--- config.mk ---
export PLATFORM = sky130hd
export DESIGN_NAME = mdu32_flat
export DESIGN_NICKNAME = d
export VERILOG_FILES = /design/src/rtl/mdu32_if.sv /design/src/rtl/mdu32.sv /design/src/flat_wrapper.sv
export SDC_FILE = /design/constraint.sdc
export NUM_CORES = 1
export LEC_CHECK = 0
export ABC_AREA = 1
export BUFFER_PORTS_ARGS = -buffer_cell sky130_fd_sc_hd__clkbuf_2
export CAP_MARGIN = 30
export CORE_UTILIZATION = 40
export DETAILED_ROUTE_END_ITERATION = 10
export GPL_ROUTABILITY_DRIVEN = 1
export SYNTH_ARGS = -nofsm -noshare
export SYNTH_HDL_FRONTEND = slang
export SYNTH_SLANG_ARGS = --single-unit
--- constraint.sdc ---
create_clock -name clock -period 3.1 [get_ports clock]
set_input_delay 0.155 -clock clock [delete_from_list [all_inputs] [get_ports clock]]
set_output_delay 0.155 -clock clock [all_outputs]
set_load 0.01 [all_outputs]
--- src/rtl/mdu32_if.sv ---
// Request/response bundle between the decoder/fetch side and the multiply/divide unit.
// The master drives the operation and MT writes; the slave returns HI/LO and status.
interface mdu32_if;
   logic        start;
   logic [1:0]  op;
   logic [31:0] operand_a;
   logic [31:0] operand_b;
   logic        mthi_we;
   logic        mtlo_we;
   logic [31:0] wdata;
   logic [31:0] hi;
   logic [31:0] lo;
   logic        busy;
   logic        done;

   modport master (output start, op, operand_a, operand_b, mthi_we, mtlo_we, wdata,
                   input  hi, lo, busy, done);
   modport slave  (input  start, op, operand_a, operand_b, mthi_we, mtlo_we, wdata,
                   output hi, lo, busy, done);
endinterface

--- src/rtl/mdu32.sv ---
// Iterative 32-bit multiply/divide unit with HI/LO: shift-add multiply and restoring
// divide on operand magnitudes, one bit per cycle, sign fix-up in a final cycle.
module mdu32 (
   input  logic   clock,
   input  logic   reset,
   mdu32_if.slave bus
);
   typedef enum logic [1:0] {IDLE, CALC, FIX} state_t;

   state_t      state_q;
   logic [4:0]  cnt_q;
   logic [1:0]  op_q;
   logic        sign_a_q, sign_b_q, divz_q, done_q;
   logic [31:0] a_orig_q, b_q, rem_q, hi_q, lo_q;
   logic [63:0] acc_q;

   // Launch-time operand conditioning (op[0]=0 selects the signed variants)
   logic        sa_d, sb_d;
   logic [31:0] mag_a_d, mag_b_d;
   assign sa_d    = ~bus.op[0] & bus.operand_a[31];
   assign sb_d    = ~bus.op[0] & bus.operand_b[31];
   assign mag_a_d = sa_d ? -bus.operand_a : bus.operand_a;
   assign mag_b_d = sb_d ? -bus.operand_b : bus.operand_b;

   // Multiply step: acc[63:32] accumulates, acc[31:0] shifts out multiplier bits
   logic [32:0] mul_sum_d;
   assign mul_sum_d = {1'b0, acc_q[63:32]} + {1'b0, (acc_q[0] ? b_q : 32'd0)};

   // Divide step: acc[31:0] shifts dividend out and quotient in
   logic [32:0] shifted_d, diff_d;
   logic        qbit_d;
   logic [31:0] rem_d;
   assign shifted_d = {rem_q, acc_q[31]};
   assign diff_d    = shifted_d - {1'b0, b_q};
   assign qbit_d    = ~diff_d[32];
   assign rem_d     = qbit_d ? diff_d[31:0] : shifted_d[31:0];

   logic [63:0] acc_d;
   assign acc_d = op_q[1] ? {acc_q[63:32], acc_q[30:0], qbit_d}
                          : {mul_sum_d, acc_q[31:1]};

   // Sign correction for writeback
   logic        neg_res;
   logic [63:0] prod_d;
   logic [31:0] quot_d, remf_d, hi_fix_d, lo_fix_d;
   assign neg_res = sign_a_q ^ sign_b_q;
   assign prod_d  = (op_q == 2'b00 && neg_res) ? -acc_q : acc_q;
   assign quot_d  = (op_q == 2'b10 && neg_res) ? -acc_q[31:0] : acc_q[31:0];
   assign remf_d  = (op_q == 2'b10 && sign_a_q) ? -rem_q : rem_q;

   always_comb begin
      hi_fix_d = prod_d[63:32];
      lo_fix_d = prod_d[31:0];
      if (op_q[1]) begin
         hi_fix_d = divz_q ? a_orig_q : remf_d;
         lo_fix_d = divz_q ? 32'hFFFF_FFFF : quot_d;
      end
   end

   always_ff @(posedge clock) begin
      if (reset) begin
         state_q  <= IDLE;
         cnt_q    <= 5'd0;
         op_q     <= 2'b00;
         sign_a_q <= 1'b0;
         sign_b_q <= 1'b0;
         divz_q   <= 1'b0;
         done_q   <= 1'b0;
         a_orig_q <= 32'd0;
         b_q      <= 32'd0;
         rem_q    <= 32'd0;
         acc_q    <= 64'd0;
         hi_q     <= 32'd0;
         lo_q     <= 32'd0;
      end else begin
         done_q <= 1'b0;
         case (state_q)
            IDLE: begin
               if (bus.mthi_we) hi_q <= bus.wdata;
               if (bus.mtlo_we) lo_q <= bus.wdata;
               if (bus.start) begin
                  op_q     <= bus.op;
                  sign_a_q <= sa_d;
                  sign_b_q <= sb_d;
                  divz_q   <= bus.op[1] & (bus.operand_b == 32'd0);
                  a_orig_q <= bus.operand_a;
                  b_q      <= mag_b_d;
                  acc_q    <= {32'd0, mag_a_d};
                  rem_q    <= 32'd0;
                  cnt_q    <= 5'd0;
                  state_q  <= CALC;
               end
            end
            CALC: begin
               acc_q <= acc_d;
               if (op_q[1]) rem_q <= rem_d;
               cnt_q <= cnt_q + 5'd1;
               if (cnt_q == 5'd31) state_q <= FIX;
            end
            FIX: begin
               hi_q    <= hi_fix_d;
               lo_q    <= lo_fix_d;
               done_q  <= 1'b1;
               state_q <= IDLE;
            end
            default: state_q <= IDLE;
         endcase
      end
   end

   assign bus.hi   = hi_q;
   assign bus.lo   = lo_q;
   assign bus.busy = (state_q != IDLE);
   assign bus.done = done_q;
endmodule

--- src/flat_wrapper.sv ---
// flat-port wrapper written by rule: the top's interface ports become plain ports
module mdu32_flat 
  (clock, reset, bus_start, bus_op, bus_operand_a, bus_operand_b, bus_mthi_we, bus_mtlo_we, bus_wdata, bus_hi, bus_lo, bus_busy, bus_done);
  mdu32_if bus_i ();
  input  logic clock;
  input  logic reset;
  input wire logic [$bits(bus_i.start)-1:0] bus_start;
  input wire logic [$bits(bus_i.op)-1:0] bus_op;
  input wire logic [$bits(bus_i.operand_a)-1:0] bus_operand_a;
  input wire logic [$bits(bus_i.operand_b)-1:0] bus_operand_b;
  input wire logic [$bits(bus_i.mthi_we)-1:0] bus_mthi_we;
  input wire logic [$bits(bus_i.mtlo_we)-1:0] bus_mtlo_we;
  input wire logic [$bits(bus_i.wdata)-1:0] bus_wdata;
  output wire logic [$bits(bus_i.hi)-1:0] bus_hi;
  output wire logic [$bits(bus_i.lo)-1:0] bus_lo;
  output wire logic [$bits(bus_i.busy)-1:0] bus_busy;
  output wire logic [$bits(bus_i.done)-1:0] bus_done;
  assign bus_i.start = bus_start;
  assign bus_i.op = bus_op;
  assign bus_i.operand_a = bus_operand_a;
  assign bus_i.operand_b = bus_operand_b;
  assign bus_i.mthi_we = bus_mthi_we;
  assign bus_i.mtlo_we = bus_mtlo_we;
  assign bus_i.wdata = bus_wdata;
  assign bus_hi = bus_i.hi;
  assign bus_lo = bus_i.lo;
  assign bus_busy = bus_i.busy;
  assign bus_done = bus_i.done;
  mdu32 u_core (.clock(clock), .reset(reset), .bus(bus_i));
endmodule
======== Word-level counts from Yosys, hierarchy flattened ========
Index checks and enable logic that the tools add are counted.
word-level totals
  bits in latches ......................... 0
  memories kept ........................... 0
  output and inout bits ................... 66
  memory bits (read-only) ................. 0
  register bits ........................... 237
  input bits .............................. 103
  bits in writable memories ............... 0
cells by class
  divide/modulo/power cells ............... 0
  bitwise gates (word level) .............. 6
  $lt $le $gt $ge ......................... 0
  add/subtract/negate cells ............... 8
  multipliers ............................. 0
  multiplexer cells ....................... 27
  eq/ne operators ......................... 10
  shift operators ......................... 0
  reductions and logical operators ........ 16
operators by type and width
  kind                                           count
  2-to-1 mux 32 bit                              14
  2-to-1 mux 64 bit                              3
  case mux 32 bit (2 select lines)               3
  negation 32 bit                                4
  case mux 64 bit (2 select lines)               1
  negation 64 bit                                1
  adder 32 x 32 -> 33 bit                        1
  subtractor 33 x 32 -> 33 bit                   1
  zero test 32 bit                               1
  case mux 5 bit (2 select lines)                1
  AND reduction 2 bit                            5
  != test 2 bit, second input constant           4
  AND reduction 3 bit                            2
  nonzero test 2 bit                             3
  adder 5 x 1 -> 5 bit, second input constant    1
  == test 5 bit, second input constant           1
  2-to-1 mux 5 bit                               1
  == test 2 bit, second input constant           2
  zero test 2 bit                                2
  2-to-1 mux 2 bit                               2
  != test 2 x 1 -> 1 bit, second input constant  2
  case mux 2 bit (2 select lines)                1
  bitwise AND 1 bit                              3
  logical AND 1 bit                              3
  other kinds (4)                                5

======== Depth between registers and ports, before layout ========
Gate-level depths: netlist of run 1.
  depth in word-level cells ............... 6
  depth in mapped cells ................... 18
  gate-level depth less buffers ........... 17

======== Worst setup path after synthesis of run 1 ========
OpenSTA, ideal clock, no wires.
  kind .................................... register to register
  from .................................... register u_core.acc_q[31]
  to ...................................... register u_core.rem_q[15]
  setup time .............................. 0.143 ns
  setup slack ............................. 0.809 ns
  data arrival time ....................... 2.148 ns
  required time ........................... 2.957 ns
  stages on the path, launching flop included .. 19
  cell sequence ........................... dfxtp_1 inv_1 ha_1 fa_1 inv_1 nand2_1 nand2_1 nand3_1 nand2_1 nand2_1 nand2_2 nand2_4 nand2_2 nand2_1 nand2_2 buf_6 nand2_1 nand3_2 a21oi_2
on the way
  word-level cells in the longest chain between the ends .. 4
RTL lines
  item                              RTL line     source
  start: declaration                mdu32.sv:15  logic [63:0] acc_q;
  start signal: assignment          mdu32.sv:88  acc_q <= {32'd0, mag_a_d};
  subtractor 33 x 32 -> 33 bit      mdu32.sv:34  assign diff_d = shifted_d - {1'b0, b_q};
  2-to-1 mux 32 bit                 mdu32.sv:36  assign rem_d = qbit_d ? diff_d[31:0] : shifted_d[31:0];
  2-to-1 mux 32 bit                 mdu32.sv:96  if (op_q[1]) rem_q <= rem_d;
  case mux 32 bit (2 select lines)  mdu32.sv:77  case (state_q)
  end signal: assignment            mdu32.sv:96
  end: declaration                  mdu32.sv:14  logic [31:0] a_orig_q, b_q, rem_q, hi_q, lo_q;
No other way between the ends. The select of a mux whose other input is x is not followed.
A chain may end at the register's enable or synchronous reset.

======== Worst setup path in the final report of run 1 ========
  from .................................... register u_core.acc_q[31]
  to ...................................... register u_core.rem_q[14]
Same word-level chain as after synthesis.

==> run_results.csv, run 1 <==
group,metric,value,unit
status,status,"completed",
worst_hold_path,hold_path.class,"in2reg",
floorplan,initial_core_util,40.8,%
final_layout,fin_cells,4456,
pwr,pwr-share-clk,37.3,%
routing,via_count,24200,
global_routing,top_usage_layer,"met2",
synthesis,ys_types,57,
synthesis,async_reset_ff_share,0,%
place,placedInstanceArea,22200,um2
global_routing,grtUsageMet3,4.56,%
sta,setup_viol,0,
clock_tree,post_cts_buffers,0,
final_layout,fin_nets,3938,
pwr,p_sw_share,36.1,%
floorplan,die_area,52500,um2
setup_path,worstPathArrival,3290,ps
setup_path,cpPeakStageDelay,450,ps
global_routing,grt_overflow,0,
synthesis,synth_top_cell_area_share,23.0,%
sta,rsz0062_at_grt,"no",
final_layout,stdcell_area,24100,um2
pwr,power.leakage,11.9,nW
place,port_buffers,168,
setup_path,cpMaxStageDelayCell,"dfxtp_1",
pwr,cellPowerDensity,401,nW/um2
clock_tree,clock_latency,600,ps
setup_path,cpMostUsedCell,"nand2_1",
global_routing,antenna_found_initial,1,
sta,hold_violations,0,
synthesis,yosysWarnings,0,
place,dpl.cell_count,4315,
routing,route.detailed.drc,0,
clock_tree,clockBufferDepth,3,
global_routing,grt_use_met2,48.9,%
sta,worst_pin_slew,957,ps
pwr,p_seq_share,36.4,%
routing,drtAntennaViolNets,0,
floorplan,fp-row-count,82,
place,gp_congestion,1.01,
floorplan,fp.dieH,229,um
setup_path,cp_cell_sequence,"inv_1 > ha_1 > fa_1 > inv_1 > nand2_1 > nand2_1 > nand3_1 > nand2_1 > nand2_1 > nand2_2 > nand2_4 > nand2_2 > nand2_2 > nand2_4 > nand2_1 > nand3_1 > a21oi_2",
synthesis,synth_largest_area_cell,"dfxtp_1",
clock_tree,clock-sinks,237,
sta,fmax,0.351,GHz
final_layout,fill_cells,5384,
routing,via_per_inst,5.42,
synthesis,ys.flop_type,"dfxtp_1",
final_layout,insertedDiodeCount,0,
synthesis,syn_nets,3732,
routing,routed_wl,84000,um
global_routing,grt_pass1_vias,22200,
sta,max-slew-margin-rel,36.2,%
clock_tree,tritoncts,"yes",
sta,fin_crit,2850,ps
setup_path,required,3550,ps
sta,period_share,91.9,%
global_routing,grt_max_degree,88,
floorplan,coreArea,50600,um2
setup_path,critPathLaunchType,"flip-flop",
setup_path,crit_buf_inv,2,
routing,wire_per_inst,18.8,um
sta,hold_slack,16.8,ps
synthesis,synthTopCellsByArea,"dfxtp_1 (23%), nand2_1 (18%), inv_1 (8.3%)",
floorplan,fp.dieW,229,um
pwr,p_switching,0.00349,W
final_layout,area_growth,16.5,%
synthesis,yosysSeqAreaShare,23.0,%
final_layout,final_core_utilization,47.6,%
job,drv_cap,0,
global_routing,grt_pass1_wl,129000,um
sta,finalClockSkew,15.1,ps
clock_tree,cts_buffers,29,
sta,final_max_slew_viol_count,0,
synthesis,synth_edf_count,0,
pwr,ir_drop,0.405,mV
synthesis,syn_inst,3557,
sta,fin_tns_setup,0,ps
final_layout,final_layout_size_suffix_gt1_share,11.6,%
global_routing,grt_usage,31.2,%
clock_tree,root_buffer,"clkbuf_16",
setup_path,r2r_slack,250,ps
setup_path,critPathTopFamily,"simple AND/OR/NAND/NOR gates",
pwr,p_int,0.00617,W
synthesis,ys_seq_elements,237,
floorplan,io_pins,169,
routing,dr.pass1.iters,8,
synthesis,netlist_area,20600,um2
setup_path,end_kind,"flip-flop",
place,dpl.hpwl,66100,um
clock_tree,clk_pin_slew,60,ps
synthesis,synth_area_per_cell,5.80,um2
clock_tree,cts.htree.levels,1,
routing,first_iter_violations,2870,
global_routing,met1_usage,44.0,%
setup_path,crit_type,"reg2reg",
setup_path,path_max_fanout,33,
pwr,pwr-share-comb,26.3,%
final timing paths:
check,from,end,cells after the start
worst max register to register,u_core.acc_q[31],u_core.rem_q[14],17
worst min-delay path,bus_operand_b[1],u_core.b_q[1],5
worst max-delay path,u_core.acc_q[31],u_core.rem_q[14],17
worst min register to register,u_core.cnt_q[3],u_core.cnt_q[3],2
timing repair:
item	CTS	global route
gates resized for setup	0	0
hold endpoints to repair	139	0
hold buffers	89	0
endpoints found under the setup margin	0	0
final cells by class:
| cell class | instances | area (um2) | share of cell area, % |
|---|---|---|---|
| clock inverter | 13 | 164 | 0.681 |
| multi-input combinational | 2703 | 13500 | 56.0 |
| clock buffer | 39 | 813 | 3.38 |
| sequential | 237 | 4740 | 19.7 |
| inverter | 475 | 1780 | 7.42 |
| tap | 672 | 841 | 3.50 |
| timing repair buffer | 317 | 2240 | 9.32 |
state kept, by name (all words and copies together), names as in the netlist:
name,count
u_core.divz_q,1
u_core.bus.hi,32
u_core.state_q,2
u_core.sign_b_q,1
u_core.sign_a_q,1
u_core.rem_q,32
u_core.bus.done,1
u_core.op_q,2
u_core.a_orig_q,32
u_core.b_q,32
u_core.bus.lo,32
u_core.acc_q,64
u_core.cnt_q,5
synthesized netlist by cell type, types with 9 or more instances:
master and number:
nand2_1 1007, inv_1 456, nor2_1 405, a21oi_1 286, nand3_1 259, dfxtp_1 237, o21ai_0 237, clkbuf_1 88
ha_1 70, nand2_2 35, nand4_1 35, xor2_1 35, buf_2 31, a21oi_2 30, a221oi_1 28, a31oi_1 27
o21ai_1 27, nand3b_1 24, nand3_2 23, nor3_1 20, inv_2 18, nor2_2 17, or2_2 15, xnor2_1 13
o21bai_1 12, buf_6 11, a21o_1 10, nor2_4 9, o221ai_1 9
power groups by stage:
stage | combinational, W | sequential (W) | clock, W
after floorplan | 0.00161 | 0.00346 | 0
after CTS | 0.00249 | 0.00349 | 0.00363
after detailed placement | 0.00239 | 0.00356 | 0
final | 0.00254 | 0.00351 | 0.00360
after global routing | 0.00280 | 0.00353 | 0.00374
after global placement | 0.00239 | 0.00356 | 0
cell families after synthesis:
logic type,share of synthesized area [%]
and+or+nand+nor,38.9
AOI/OAI and AO/OA,19.7
buffers and inverters,11.9
DFF,23.0
adders and majority gates,4.44
xor gates and xnor gates,2.04
cells in the final DEF, fill, tap and decap left out, types with 27 or more instances in the layout:
cell type	n
nand2_1	1007
inv_1	456
nor2_1	402
a21oi_1	286
nand3_1	259
dfxtp_1	237
o21ai_0	235
clkbuf_2	167
dlygate4sd3_1	89
ha_1	70
buf_4	57
xor2_1	35
nand2_2	35
nand4_1	35
a21oi_2	30
clkbuf_16	29
a221oi_1	28
a31oi_1	27
o21ai_1	27
stage by stage:
stage	power (W)	worst slack, ps
after floorplan	0.00508	809
after global placement	0.00595	369
after detailed placement	0.00595	310
after CTS	0.00961	308
after global routing	0.0101	49.2
final	0.00965	253
per-layer routing:
metal | vias to the layer above | wire (um)
met2 | 1067 | 36500
met1 | 11000 | 37500
met4 | 0 | 2670
met3 | 153 | 7290
li1 | 12000 | -
met5 | - | 0
worst register-to-register path: cells and delay by family (launching register included):
family,cells,cell delay [ps]
AO/OA/AOI/OAI,1,50
adder cells (fa/ha/maj),2,660
buffers and inverters,2,250
flip-flops,1,450
AND/OR/NAND/NOR,12,1300
(Power assumes the default switching activity.)
==> inputs of run 2 (changes only) <==
--- a/config.mk
+++ b/config.mk
@@ -5,12 +5,12 @@
 export SDC_FILE = /design/constraint.sdc
 export NUM_CORES = 1
 export LEC_CHECK = 0
-export ABC_AREA = 1
 export BUFFER_PORTS_ARGS = -buffer_cell sky130_fd_sc_hd__clkbuf_2
 export CAP_MARGIN = 30
 export CORE_UTILIZATION = 40
 export DETAILED_ROUTE_END_ITERATION = 10
 export GPL_ROUTABILITY_DRIVEN = 1
+export SKIP_CTS_REPAIR_TIMING = 1
 export SYNTH_ARGS = -nofsm -noshare
 export SYNTH_HDL_FRONTEND = slang
 export SYNTH_SLANG_ARGS = --single-unit
==> run_results.csv, run 2 <==
group,metric,value,unit
routing,via_per_inst,5.88,
clock_tree,cts_buffers,29,
place,port_buffers,168,
sta,hold_slack,-30.7,ps
sta,max-slew-margin-rel,50.0,%
pwr,cellPowerDensity,433,nW/um2
sta,fin_crit,3000,ps
synthesis,yosysWarnings,0,
routing,dr.pass1.iters,6,
global_routing,grt_pass1_vias,16300,
place,dpl.hpwl,48800,um
floorplan,fp.dieW,206,um
final_layout,largest_reg_flops,64,
setup_path,path_max_fanout,4,
global_routing,grt_max_degree,84,
setup_path,worstPathArrival,3460,ps
pwr,p_sw_share,31.4,%
sta,fin_ws,101,ps
synthesis,netlist_area,16600,um2
clock_tree,tritoncts,"yes",
sta,finalClockSkew,28.1,ps
sta,setup_viol,0,
synthesis,synth_edf_count,0,
sta,fin_tns_setup,0,ps
sta,hold_violations,16,
synthesis,synth_largest_area_cell,"dfxtp_1",
sta,final_max_slew_viol_count,0,
synthesis,synth_top_cell_area_share,28.5,%
setup_path,end_kind,"flip-flop",
place,place_ws,-46.2,ps
sta,fmax,0.333,GHz
synthesis,async_reset_ff_share,0,%
clock_tree,clockBufferDepth,3,
floorplan,initial_core_util,40.6,%
job,drv_cap,0,
global_routing,grt_pass1_wl,94700,um
final_layout,most-common-layout-cells,"nand2_1 (244), nor2_1 (239), dfxtp_1 (234)",
synthesis,ys_types,73,
pwr,p_switching,0.00280,W
synthesis,syn_nets,2392,
setup_path,required,3560,ps
pwr,pwr-share-comb,22.2,%
floorplan,coreArea,40900,um2
routing,routed_wl,63400,um
final_layout,fin_nets,2654,
floorplan,io_pins,169,
global_routing,grt_overflow,0,
sta,worst_pin_slew,750,ps
pwr,ir_drop,0.549,mV
pwr,pwr-share-clk,40.0,%
final_layout,insertedDiodeCount,0,
floorplan,fp-row-count,74,
global_routing,grt_usage,29.0,%
final_layout,regMostFlops,"u_core.acc_q",
synthesis,synth.most_common_cell,"nand2_1",
final_layout,regArea,4750,um2
pwr,p_seq_share,37.8,%
pwr,power.leakage,8.48,nW
setup_path,critPathLaunchType,"flip-flop",
setup_path,critPathLaunch,"u_core.acc_q[31]",
final_layout,final_layout_size_suffix_gt1_share,17.2,%
routing,via_count,17800,
place,gp_congestion,0.954,
final_layout,area_growth,24.0,%
global_routing,top_usage_layer,"met2",
clock_tree,clock_latency,580,ps
routing,first_iter_violations,1587,
setup_path,r2r_slack,100,ps
synthesis,syn_inst,2217,
routing,route.detailed.drc,0,
floorplan,fp.dieH,206,um
synthesis,ys.flop_type,"dfxtp_1",
status,status,"finished, violations left",
final_layout,final_common_cell,"nand2_1",
synthesis,ys_seq_elements,237,
synthesis,synthTopCellsByCount,"nand2_1 (245), nor2_1 (243), dfxtp_1 (237), a21oi_1 (210), clkbuf_1 (135)",
status,violations,"hold timing",
routing,wire_per_inst,20.9,um
worst_hold_path,hold_path_startpoint,"bus_wdata[21]",
sta,period_share,96.7,%
clock_tree,clk_pin_slew,60,ps
final_layout,multi_input_area,11200,um2
setup_path,crit_type,"reg2reg",
clock_tree,cts.htree.levels,1,
routing,drtAntennaViolNets,0,
floorplan,die_area,42400,um2
synthesis,yosysSeqAreaShare,28.5,%
global_routing,grtUsageMet3,2.76,%
worst_hold_path,hold_path.class,"in2reg",
global_routing,antenna_found_initial,0,
global_routing,grt_use_met2,47.9,%
global_routing,met1_usage,37.7,%
final_layout,fill_cells,4022,
clock_tree,root_buffer,"clkbuf_16",
synthesis,synth_area_per_cell,7.50,um2
synthesis,synthTopCellsByArea,"dfxtp_1 (29%), a21oi_1 (6.3%), xnor2_1 (5.7%)",
final_layout,final_core_utilization,50.4,%
pwr,total_power,0.00892,W
setup_path,r2r-start,"u_core.acc_q[31]",
clock_tree,clock-sinks,237,
pwr,p_int,0.00612,W
==> run 2: cell types whose count changed after synthesis, sizes merged, moves of 165 or more <==
cell	delta
nand2	-799
inv	-403
nor2	-190
o21ai	-165
nand3	-217
==> run 2: kinds of logic after synthesis <==
| family | share of synthesized area, % |
|---|---|
| DFF | 28.5 |
| xor gates and xnor gates | 10.0 |
| buffers and inverters | 5.16 |
| muxes | 2.30 |
| adders and majority gates | 5.51 |
| and+or+nand+nor | 21.5 |
| AOI/OAI and AO/OA | 26.9 |
==> run 2: power by group through the flow <==
stage,sequential (W),clock (W),combinational (W)
global placement,0.00342,0,0.00186
CTS,0.00336,0.00361,0.00188
global route,0.00338,0.00373,0.00214
detailed placement,0.00342,0,0.00187
finish,0.00337,0.00357,0.00198
floorplan,0.00341,0,0.00114
==> run 2: path summary, 6_finish.rpt <==
check	endpoint	cells past startpoint
hold reg to reg	u_core.bus.lo[2]	2
setup reg to reg	u_core.bus.hi[15]	9
setup / recovery	u_core.bus.hi[15]	9
hold / removal	u_core.bus.lo[21]	3
==> run 2: cell type report <==
class	instances	share of cell area, %
multi-input cells	1754	54.3
flip-flops and latches	237	23.1
repair buffers	386	13.2
clock buffers	43	4.26
well taps	532	3.23
inverters	71	1.29
clock inverters	11	0.625
==> run 2: critical path, cell delays in order, from the launching register on <==
cell	delay, ps
dfxtp_1	320
buf_4	150
or4_4	520
or3_4	360
or3_1	340
or2_4	280
nor2_2	190
a21oi_1	110
xnor2_1	180
a2111oi_0	420
==> run 2: per-layer routing <==
metal	part of all wire, %	wire (um)
met1	43	27100
met2	46	29200
met3	5.8	3710
met4	5.4	3430
met5	0	0
==> run 2: stage by stage <==
stage	hold slack, ps	instance area (um2)	instances
after floorplan	291	16600	2217
after global placement	440	18800	2915
after detailed placement	446	18800	2915
after CTS	-166	19800	2969
after global routing	-1.97	20600	3034
final	-30.7	20600	3034
